## src/rtl/rr_arb_param.sv

```systemverilog
// Round-robin arbiter for N requesters with registered one-hot grant,
// bounded tenure (MAX_HOLD) and per-holder lock extension.
module rr_arb_param #(
  parameter int N        = 4,
  parameter int MAX_HOLD = 4
) (
  input  logic                 clk,
  input  logic                 rst_n,
  input  logic [N-1:0]         req_in,
  input  logic [N-1:0]         lock_in,
  output logic [N-1:0]         gnt_out,
  output logic                 gnt_valid,
  output logic [$clog2(N)-1:0] gnt_idx
);

  localparam int IDX_W = $clog2(N);
  localparam int HC_W  = $clog2(MAX_HOLD + 1);

  typedef enum logic {IDLE, GRANT} state_t;

  state_t           state;
  logic [IDX_W-1:0] ptr;
  logic [HC_W-1:0]  hold_cnt;

  logic [IDX_W-1:0] nxt_ptr;
  logic [IDX_W-1:0] arb_ptr;
  logic [N-1:0]     masked;
  logic [IDX_W-1:0] win;
  logic             win_any;
  logic             tenure_end;

  // Lowest set bit wins; caller guarantees a non-zero vector when it matters.
  function automatic logic [IDX_W-1:0] first_set(input logic [N-1:0] v);
    logic [IDX_W-1:0] r;
    r = '0;
    for (int i = N - 1; i >= 0; i--)
      if (v[i]) r = IDX_W'(i);
    return r;
  endfunction

  function automatic logic [N-1:0] upper_mask(input logic [IDX_W-1:0] p);
    logic [N-1:0] m;
    for (int i = 0; i < N; i++)
      m[i] = (i >= int'(p));
    return m;
  endfunction

  function automatic logic [N-1:0] onehot(input logic [IDX_W-1:0] idx);
    logic [N-1:0] one;
    one = {{(N-1){1'b0}}, 1'b1};
    return one << idx;
  endfunction

  // Arbitration uses the post-rotation pointer while a tenure is ending,
  // so the next winner is granted on the same edge the holder releases.
  always_comb begin
    nxt_ptr    = (gnt_idx == IDX_W'(N - 1)) ? '0 : gnt_idx + 1'b1;
    tenure_end = !req_in[gnt_idx] ||
                 ((hold_cnt >= HC_W'(MAX_HOLD)) && !lock_in[gnt_idx]);
    arb_ptr    = (state == GRANT) ? nxt_ptr : ptr;
    masked     = req_in & upper_mask(arb_ptr);
    win_any    = |req_in;
    win        = (|masked) ? first_set(masked) : first_set(req_in);
  end

  always_ff @(posedge clk) begin
    if (!rst_n) begin
      state     <= IDLE;
      gnt_out   <= '0;
      gnt_valid <= 1'b0;
      gnt_idx   <= '0;
      ptr       <= '0;
      hold_cnt  <= '0;
    end else begin
      case (state)
        IDLE: begin
          if (win_any) begin
            gnt_out   <= onehot(win);
            gnt_valid <= 1'b1;
            gnt_idx   <= win;
            hold_cnt  <= HC_W'(1);
            state     <= GRANT;
          end
        end
        GRANT: begin
          if (!tenure_end) begin
            if (hold_cnt < HC_W'(MAX_HOLD))
              hold_cnt <= hold_cnt + 1'b1;
          end else begin
            ptr <= nxt_ptr;
            if (win_any) begin
              gnt_out   <= onehot(win);
              gnt_valid <= 1'b1;
              gnt_idx   <= win;
              hold_cnt  <= HC_W'(1);
            end else begin
              gnt_out   <= '0;
              gnt_valid <= 1'b0;
              gnt_idx   <= '0;
              hold_cnt  <= '0;
              state     <= IDLE;
            end
          end
        end
        default: state <= IDLE;
      endcase
    end
  end

endmodule

```

## config.mk

```make
export PLATFORM = sky130hd
export DESIGN_NAME = rr_arb_param
export DESIGN_NICKNAME = d
export VERILOG_FILES = /design/src/rtl/rr_arb_param.sv
export SDC_FILE = /design/constraint.sdc
export NUM_CORES = 1
export LEC_CHECK = 0
export CORE_MARGIN = 2
export CORE_UTILIZATION = 30
export CTS_CLUSTER_DIAMETER = 60
export CTS_CLUSTER_SIZE = 12
export DETAILED_ROUTE_END_ITERATION = 8
export HOLD_SLACK_MARGIN = 0.02
export PLACE_DENSITY = 0.5
export SLEW_MARGIN = 20
export SYNTH_ARGS = -nofsm -noshare
export SYNTH_HDL_FRONTEND = slang
export SYNTH_SLANG_ARGS = --single-unit
```

## constraint.sdc

```tcl
create_clock -name clk -period 2.5 [get_ports clk]
set_input_delay 0.25 -clock clk [delete_from_list [all_inputs] [get_ports clk]]
set_output_delay 0.25 -clock clk [all_outputs]
set_load 0.01 [all_outputs]
```

# After elaboration in Yosys (flattened, before gate mapping)
# Index checks and enable logic that the tools add are counted.
[totals] word_cells=64 register_bits=13 out_inout_bits=7 inputBits=10
[classes] n_bitwise=2 muxes=34 magnitude_cmp=6 addsub=2 shift=1 n_reduce_logical=9 n_eq_ne=4
[ops] operator="2-bit two-way mux" count=14
[ops] operator="4-bit two-way mux" count=3
[ops] operator="3-bit two-way mux" count=3
[ops] operator="4-bit case mux with 2 select lines" count=1
[ops] operator="4-bit OR reduction" count=2
[ops] operator="1-bit two-way mux" count=7
[ops] operator="3-bit case mux with 2 select lines" count=1
[ops] operator="2-bit AND reduction" count=3
[ops] operator="4-bit bitwise AND" count=1
[ops] operator="1-bit binary-select mux with 2-bit select" count=2
[ops] operator="1-bit by 2-bit >= comparator with 1-bit output (first input constant)" count=2
[ops] operator="1-bit case mux with 2 select lines" count=2
[ops] operator="2-bit case mux with 2 select lines" count=1
[ops] operator="1-bit by 2-bit << shifter with 4-bit output (first input constant)" count=1
[ops] operator="3-bit by 1-bit adder with 3-bit output (second input constant)" count=1
[ops] operator="3-bit >= comparator (second input constant)" count=1
[ops] operator="2-bit by 3-bit less-than comparator with 1-bit output (second input constant)" count=1
[ops] operator="3-bit less-than comparator (second input constant)" count=1
[ops] operator="3-bit by 1-bit inequality test with 1-bit output (second input constant)" count=1
[ops] operator="2-bit by 1-bit adder with 2-bit output (second input constant)" count=1
[ops] operator="2-bit == test (second input constant)" count=1
[ops] operator="2-bit >= comparator (first input constant)" count=1
[ops] operator="1-bit logical NOT" count=2
[ops] operator="2-bit by 1-bit inequality test with 1-bit output (second input constant)" count=1
[ops] operator="4 further kinds" count=4

# Longest topological paths before layout
# Gate-level depths: netlist of run 1.
[depth] word_depth=14 depth_mapped=6 ltp_nobuf=6

# Worst setup path before layout of run 1
# Ideal clock, no wire load.
[synth_timing] path_type="register -> register" from="register gnt_idx[0]" to="register gnt_out[1]" path_buffers=0 period_less_slack_ns=1.863 path_slack_ns=0.637 path_stages_with_launch=7 arrival_time_ns=1.775 path_cell_list="dfxtp_1 -> ha_1 -> mux2i_2 -> and4bb_4 -> a211oi_2 -> and2_1 -> o32ai_2"
[synth_between] elab_chain_len=13
[synth_lines] item="from (decl)" line="13" rtl="output logic [$clog2(N)-1:0] gnt_idx"
[synth_lines] item="from (signal assigned)" line="80" rtl="gnt_idx <= win;"
[synth_lines] item="from (signal assigned)" line="94" rtl="gnt_idx <= win;"
[synth_lines] item="2-bit by 1-bit adder with 2-bit output / 2-bit == test (equally long branches)" line="57" rtl="nxt_ptr = (gnt_idx == IDX_W'(N - 1)) ? '0 : gnt_idx + 1'b1;"
[synth_lines] item="2-bit two-way mux (*)" line="57"
[synth_lines] item="via nxt_ptr[1]" line="25" rtl="logic [IDX_W-1:0] nxt_ptr;"
[synth_lines] item="2-bit two-way mux (*)" line="60" rtl="arb_ptr = (state == GRANT) ? nxt_ptr : ptr;"
[synth_lines] item="2-bit >= comparator" line="44" rtl="m[i] = (i >= int'(p));"
[synth_lines] item="4-bit bitwise AND (*)" line="61" rtl="masked = req_in & upper_mask(arb_ptr);"
[synth_lines] item="2-bit two-way mux (3 in a row)" line="37" rtl="if (v[i]) r = IDX_W'(i);"
[synth_lines] item="2-bit two-way mux (*)" line="63" rtl="win = (|masked) ? first_set(masked) : first_set(req_in);"
[synth_lines] item="1-bit by 2-bit << shifter with 4-bit output (*)" line="51" rtl="return one << idx;"
[synth_lines] item="4-bit two-way mux" line="91" rtl="if (win_any) begin"
[synth_lines] item="4-bit two-way mux" line="86" rtl="if (!tenure_end) begin"
[synth_lines] item="4-bit case mux with 2 select lines (*)" line="75" rtl="case (state)"
[synth_lines] item="to (signal assigned)" line="78" rtl="gnt_out <= onehot(win);"
[synth_lines] item="to (signal assigned)" line="92" rtl="gnt_out <= onehot(win);"
[synth_lines] item="to (decl)" line="11" rtl="output logic [N-1:0] gnt_out,"
# The timed path passes the listed nets; every way through them passes the cells marked *. The select of a mux whose other input is x is not followed.
# A chain may end at the register's enable or synchronous reset.

# Worst setup path after layout of run 1
# Same ends and word-level chain as after synthesis.

==> results of run 1 <==
[sequential cells by signal (all words and copies together) (netlist names)]
signal     cells
gnt_out        4
gnt_idx        2
state          1
hold_cnt       3
ptr            2
gnt_valid      1
[worst max path at each step]
stage                            startpoint                       to  slack, ns
global placement                  req_in[1]  gnt_out[3]$_SDFFE_PN0P_       0.37
detailed placement                req_in[1]      ptr[1]$_SDFFE_PN0P_       0.46
CTS                 gnt_idx[0]$_SDFFE_PN0P_  gnt_out[1]$_SDFFE_PN0P_       0.55
finish              gnt_idx[0]$_SDFFE_PN0P_  gnt_out[1]$_SDFFE_PN0P_       0.56
floorplan           gnt_idx[0]$_SDFFE_PN0P_  gnt_out[1]$_SDFFE_PN0P_       0.64
global route        gnt_idx[0]$_SDFFE_PN0P_  gnt_out[1]$_SDFFE_PN0P_       0.40
[synth_stat cells, drive strengths merged (2+ instances only)]
master | count | area [um^2]
a21oi | 6 | 30.0
nand2b | 6 | 37.5
nor2b | 3 | 18.8
ha | 3 | 37.5
nor2 | 9 | 33.8
and2b | 4 | 30.0
o21ai | 3 | 15.0
o221ai | 2 | 30.0
nand2 | 8 | 30.0
nand3 | 2 | 10.0
nor4 | 2 | 25.0
o32ai | 2 | 32.5
inv | 3 | 11.3
dfxtp | 13 | 260
mux2i | 4 | 43.8
o22ai | 3 | 18.8
[cell families (layout without fill, tap and decap cells)]
group / after synthesis / after routing / synth area share [%]
adder cells (fa/ha/maj): 3 / 3 / 4.74
multiplexers: 4 / 4 / 5.53
buffers and inverters: 6 / 25 / 3.00
flip-flops: 13 / 13 / 32.9
AND/OR/NAND/NOR: 41 / 41 / 31.6
AO/OA/AOI/OAI: 22 / 22 / 22.3
[cell type report]
class / instances / area, um^2 / area share, %
Multi-Input combinational cell: 70 / 508 / 50.1
Sequential cell: 13 / 260 / 25.6
Timing Repair Buffer: 17 / 168 / 16.5
Tap cell: 30 / 37.5 / 3.70
Clock buffer: 4 / 26.3 / 2.59
Inverter: 4 / 15.0 / 1.48
[power by group]
group	switching (uW)	total [uW]	leakage [uW]	internal, uW
Clock	70.9	133	0.0000150	61.8
Combinational	82.6	171	0.000250	88.4
Sequential	17.3	244	0.000107	227
Total	171	548	0.000372	377
[per-stage QoR]
stage	cell area (um^2)	util (%)
6_report	1010	40.6
5_1_grt	1010	40.6
4_1_cts	1010	40.6
3_5_place_dp	988	39.5
3_3_place_gp	988	39.5
2_1_floorplan	792	-
[critical path, stage by stage, from the launching register on]
cell	delay [ns]
dfxtp_1	0.46
ha_1	0.29
mux2i_2	0.30
and4bb_4	0.30
a211oi_2	0.06
and2_1	0.21
o32ai_2	0.24
[layer usage]
metal / vias up / wire length, um / global-route usage, %
met1: 304 / 980 / 18.6
li1: 355 / - / -
met2: 16 / 770 / 19.4
met4: 0 / 20 / 6.62
met3: 2 / 70 / 2.81
met5: - / 0 / 0
==> metrics, run 1 <==
Post-synth ARST share=0%; routability cong.=0.753; Max clock buf depth=2; final setup vio count=0; number of max-cap violations=0; H-tree depth=1; DRC viols=0; crit share post-route=77.6%; layout cells sized above 1=13.0%; clock skew=0.00515 ns; CTS clock-pin slew for the worst setup and hold paths=0.09 ns; pre-CTS setup slack=0.457 ns; most frequent cells in the layout=clkdlybuf4s50_1 (16), dfxtp_1 (13), nor2_1 (9), nand2_1 (8); Net Count, Synth=102; PnR worst setup slack=0.561 ns; clk_lat worst skew=0.27 ns; post-route ant nets=0; die width=55.4 um; Setup crit start kind=register; first-pass iteration count of the detailed router=4; hold buffers post-CTS=0; worst reg2reg path endpoint=gnt_out[1]$_SDFFE_PN0P_; Syn Area/Cell=8.90 um^2; Post-layout nets=122; worst slew pin tran=0.625 ns; upper clock frequency limit=0.516 GHz; Worst Hold Launch=gnt_valid$_SDFFE_PN0P_; die area=3070 um^2; total CTS buffers=3; WS Path Type=register to register; leakage power=0.000372 uW; dpl hpwl=1.38 mm; outcome=finished clean; Fin Hold WS=0.473 ns; initial DRC count=12; Syn. warnings=0; ys flop type=dfxtp_1; port buffer count=16; final-report max-slew violation count=0; Syn Inst Count=89; commonest non-fill, non-tap cell in the layout=clkdlybuf4s50_1; EDFF count, synth=0; post-synth cell types=33; Rows=18; root buf cell=clkbuf_4; post-cts sizing count=0; ANT cells=0; post-DR vias/cell=4.91; die height=55.4 um; core area=2500 um^2; Clock Sinks=13; Power Total=548 uW; post-synthesis sequential area ratio=32.9%; num ports=17; drt total wl=1.84 mm; HP Class=register to register; Max transition margin=58.0%; RSZ-0062 raised after global routing=false; Seq cells post-synth=13; Placed Cells=134; DR vias=677; FF-to-FF setup slack=0.56 ns; Mapped Area=792 um^2; number of global-route vias before repair=695; drt wl/cell=13.3 um; count of final hold-check violations=0; RR Startpoint=gnt_idx[0]$_SDFFE_PN0P_; maximum fanout along the worst path=7; R2R depth=6; largest net degree at the start of global routing=11; setup TNS=0 ns; Remaining Overflow, GRT=0; initial core utilization=31.7%; first-pass GRT wire length=3.30 mm; initial antenna violation count=0; pwr/cell area=540 nW/um^2; hold depth=2; Overall Global Routing Usage=13.4%; CP required=2.69 ns; arrival time worst endpoint=2.13 ns; number of standard cells in the final layout excluding fillers=138; Tmin final=1.94 ns; Area Overhead vs Synth=28.1%; post-CTS setup buffers=0; critical path capture point type=register; Peak VDD IR=0.306 mV; CTS tree=done; fill count=260; Worst Hold Path EP=gnt_valid$_SDFFE_PN0P_
No activity file was read; power rests on OpenSTA's default activity.
==> run 2, diff against run 1 <==
==> constraint.sdc (replaced) <==
create_clock -name clk -period 1.8 [get_ports clk]
set_input_delay 0.18 -clock clk [delete_from_list [all_inputs] [get_ports clk]]
set_output_delay 0.18 -clock clk [all_outputs]
set_load 0.01 [all_outputs]
==> run 2 against run 1 <==
Hold slack gained 0.011 ns; global-route usage grew 0.74 points; clock power grew 32%; critical path depth grew 2; design area grew 11%; final cell count grew 8.7%; via count grew 8.9%; total power grew 48%; combinational power grew 75%; register-to-register slack lost 0.51 ns; critical endpoint is now gnt_out[0]$_SDFFE_PN0P_.
==> metrics, run 2 (same netlist as run 1, synthesis figures left out) <==
total CTS buffers=3 (unchanged); Tmin final=1.74 ns (-0.195 ns); upper clock frequency limit=0.573 GHz (+11%); CP peak stage delay=0.36 ns (-0.10 ns); outcome=finished clean; met2 WL=858 um (+11%); FF-to-FF setup slack=0.06 ns (-0.51 ns); arrival time worst endpoint=1.93 ns (-0.20 ns); maximum fanout along the worst path=6 (-1); routability cong.=0.782 (+3.9%); Largest register FFs=4 (unchanged); number of global-route vias before repair=769 (+11%); final-report max-slew violation count=0 (unchanged); worst path cell trace=buf_4 -> nor3b_2 -> buf_4 -> nor4b_1 -> nor4_2 -> buf_4 -> nand2b_1 -> o32ai_2; Setup crit start kind=register; RR Startpoint=gnt_idx[0]$_SDFFE_PN0P_; Peak VDD IR=0.437 mV (+43%); core area=2500 um^2 (unchanged); initial antenna violation count=0 (unchanged); clk_lat worst skew=0.27 ns (about the same); ANT cells=0 (unchanged); fill count=262 (+0.77%); critical path's top delay family=simple AND/OR/NAND/NOR gates; final setup vio count=0 (unchanged); Rows=18 (unchanged); most flop-heavy register=gnt_out; Met3 Routed Length=59 um (-16%); initial DRC count=5 (-7); Worst Hold Launch=gnt_out[3]$_SDFFE_PN0P_; hold buffers post-CTS=0 (unchanged); drt wl/cell=13.2 um (-1.4%); Remaining Overflow, GRT=0 (unchanged); Area Overhead vs Synth=42.8%; Max transition margin=76.8% (+19 points); Largest regs=gnt_out x4, hold_cnt x3; WS Path Type=register to register; layout cells sized above 1=25.0% (+12 points); number of max-cap violations=0 (unchanged); die height=55.4 um (unchanged); number of standard cells in the final layout excluding fillers=150 (+8.7%); most frequent cells in the layout=clkdlybuf4s50_1 (16), buf_4 (13), dfxtp_1 (11), nor2_1 (9), nand2_1 (7); slowest CP cell=dfxtp_2; worst slew pin tran=0.343 ns (-0.281 ns); crit share post-route=96.9% (+19 points); count of final hold-check violations=0 (unchanged); port buffer count=16 (unchanged); post-DR vias/cell=4.91 (+0.15%); post-route ant nets=0 (unchanged); first-pass iteration count of the detailed router=4 (unchanged); critical path capture point type=register; Max clock buf depth=2 (unchanged); H-tree depth=1 (unchanged); CP required=1.99 ns (-0.70 ns); drt total wl=1.98 mm (+7.2%); worst reg2reg path endpoint=gnt_out[0]$_SDFFE_PN0P_; Crit path depth=8 (+2); Fin Hold WS=0.484 ns (+0.0113 ns); Post-layout nets=134 (+9.8%); Worst Hold Path EP=gnt_out[3]$_SDFFE_PN0P_; root buf cell=clkbuf_4; crit path buf inv count=3 (+3); most frequent CP cell=buf_4; CTS clock-pin slew for the worst setup and hold paths=0.08 ns (about the same); R2R depth=8 (+2); Placed Cells=145 (+8.2%); pwr/cell area=716 nW/um^2 (+33%); HP Class=register to register; die width=55.4 um (unchanged); Overall Global Routing Usage=14.1% (+0.74 points); commonest non-fill, non-tap cell in the layout=clkdlybuf4s50_1; hold depth=2 (unchanged); Clock Sinks=13 (unchanged); die area=3070 um^2 (unchanged); Max Used Layer=met4; num ports=17 (unchanged); leakage power=0.000431 uW (+16%); first-pass GRT wire length=3.47 mm (+5.2%); DR vias=737 (+8.9%); initial core utilization=31.7% (unchanged); clock skew=0.000832 ns (-0.00431 ns); RSZ-0062 raised after global routing=true; DRC viols=0 (unchanged); dpl hpwl=1.48 mm (+7.5%); largest net degree at the start of global routing=11 (unchanged); wl on met1=1.03 mm (+4.6%); CTS tree=done
-- run 2: area by class of cell --
class	instances	area (um^2)	area share (%)
multi-input cells	70	532	47.0
clock buffers	4	26.3	2.32
repair buffers	29	258	22.8
flip-flops and latches	13	263	23.2
well taps	30	37.5	3.32
inverters	4	15.0	1.33
-- run 2: metrics by stage --
step | worst slack [ns] | setup TNS [ns] | utilization (%) | instance area, um^2 | total power (uW)
after floorplan | 0.0642 | 0 | - | 802 | 502
after global placement | -0.0219 | -0.0227 | 43.2 | 1080 | 623
after detailed placement | -0.0531 | -0.145 | 43.2 | 1080 | 624
after CTS | 0.0484 | 0 | 45.1 | 1130 | 820
after global routing | -0.0224 | -0.0423 | 45.2 | 1130 | 866
final | 0.0557 | 0 | 45.2 | 1130 | 810
-- run 2: repair_timing --
item / CTS / global route
pin swaps: 1 / 0
buffers inserted: 1 / 0
endpoints found under the setup margin: 4 / 3
gates resized for setup: 1 / 2
-- run 2: worst max path at each step --
stage	startpoint	endpoint	slack, ns
2_1_floorplan	gnt_idx[1]$_SDFFE_PN0P_	gnt_out[1]$_SDFFE_PN0P_	0.06
3_3_place_gp	gnt_idx[0]$_SDFFE_PN0P_	gnt_out[1]$_SDFFE_PN0P_	-0.02
3_5_place_dp	gnt_idx[0]$_SDFFE_PN0P_	gnt_out[1]$_SDFFE_PN0P_	-0.05
4_1_cts	gnt_idx[1]$_SDFFE_PN0P_	gnt_out[1]$_SDFFE_PN0P_	0.05
5_1_grt	gnt_idx[0]$_SDFFE_PN0P_	gnt_out[1]$_SDFFE_PN0P_	-0.02
6_report	gnt_idx[0]$_SDFFE_PN0P_	gnt_out[0]$_SDFFE_PN0P_	0.06
-- run 2: worst register-to-register path: stages, from the launching register on --
cell	delay, ns
dfxtp_2	0.36
buf_4	0.16
nor3b_2	0.06
buf_4	0.13
nor4b_1	0.36
nor4_2	0.08
buf_4	0.16
nand2b_1	0.17
o32ai_2	0.19
-- run 2: layer usage --
metal / vias up / track usage, %
li1: 381 / -
met1: 336 / 19.3
met2: 16 / 21.8
met3: 4 / 2.11
met4: 0 / 6.27
met5: - / 0
-- run 2: where the power goes --
part	switching [uW]	internal, uW
Sequential	19.5	316
Clock	89.2	85.7
Combinational	137	162
==> run 3, diff against run 2 <==
--- a/config.mk
+++ b/config.mk
@@ -12,7 +12,6 @@
 export DETAILED_ROUTE_END_ITERATION = 8
 export HOLD_SLACK_MARGIN = 0.02
 export PLACE_DENSITY = 0.5
-export SLEW_MARGIN = 20
 export SYNTH_ARGS = -nofsm -noshare
 export SYNTH_HDL_FRONTEND = slang
 export SYNTH_SLANG_ARGS = --single-unit
==> results of run 3 <==
Same layout as run 2: the final DEF is identical, and so are final timing and power.
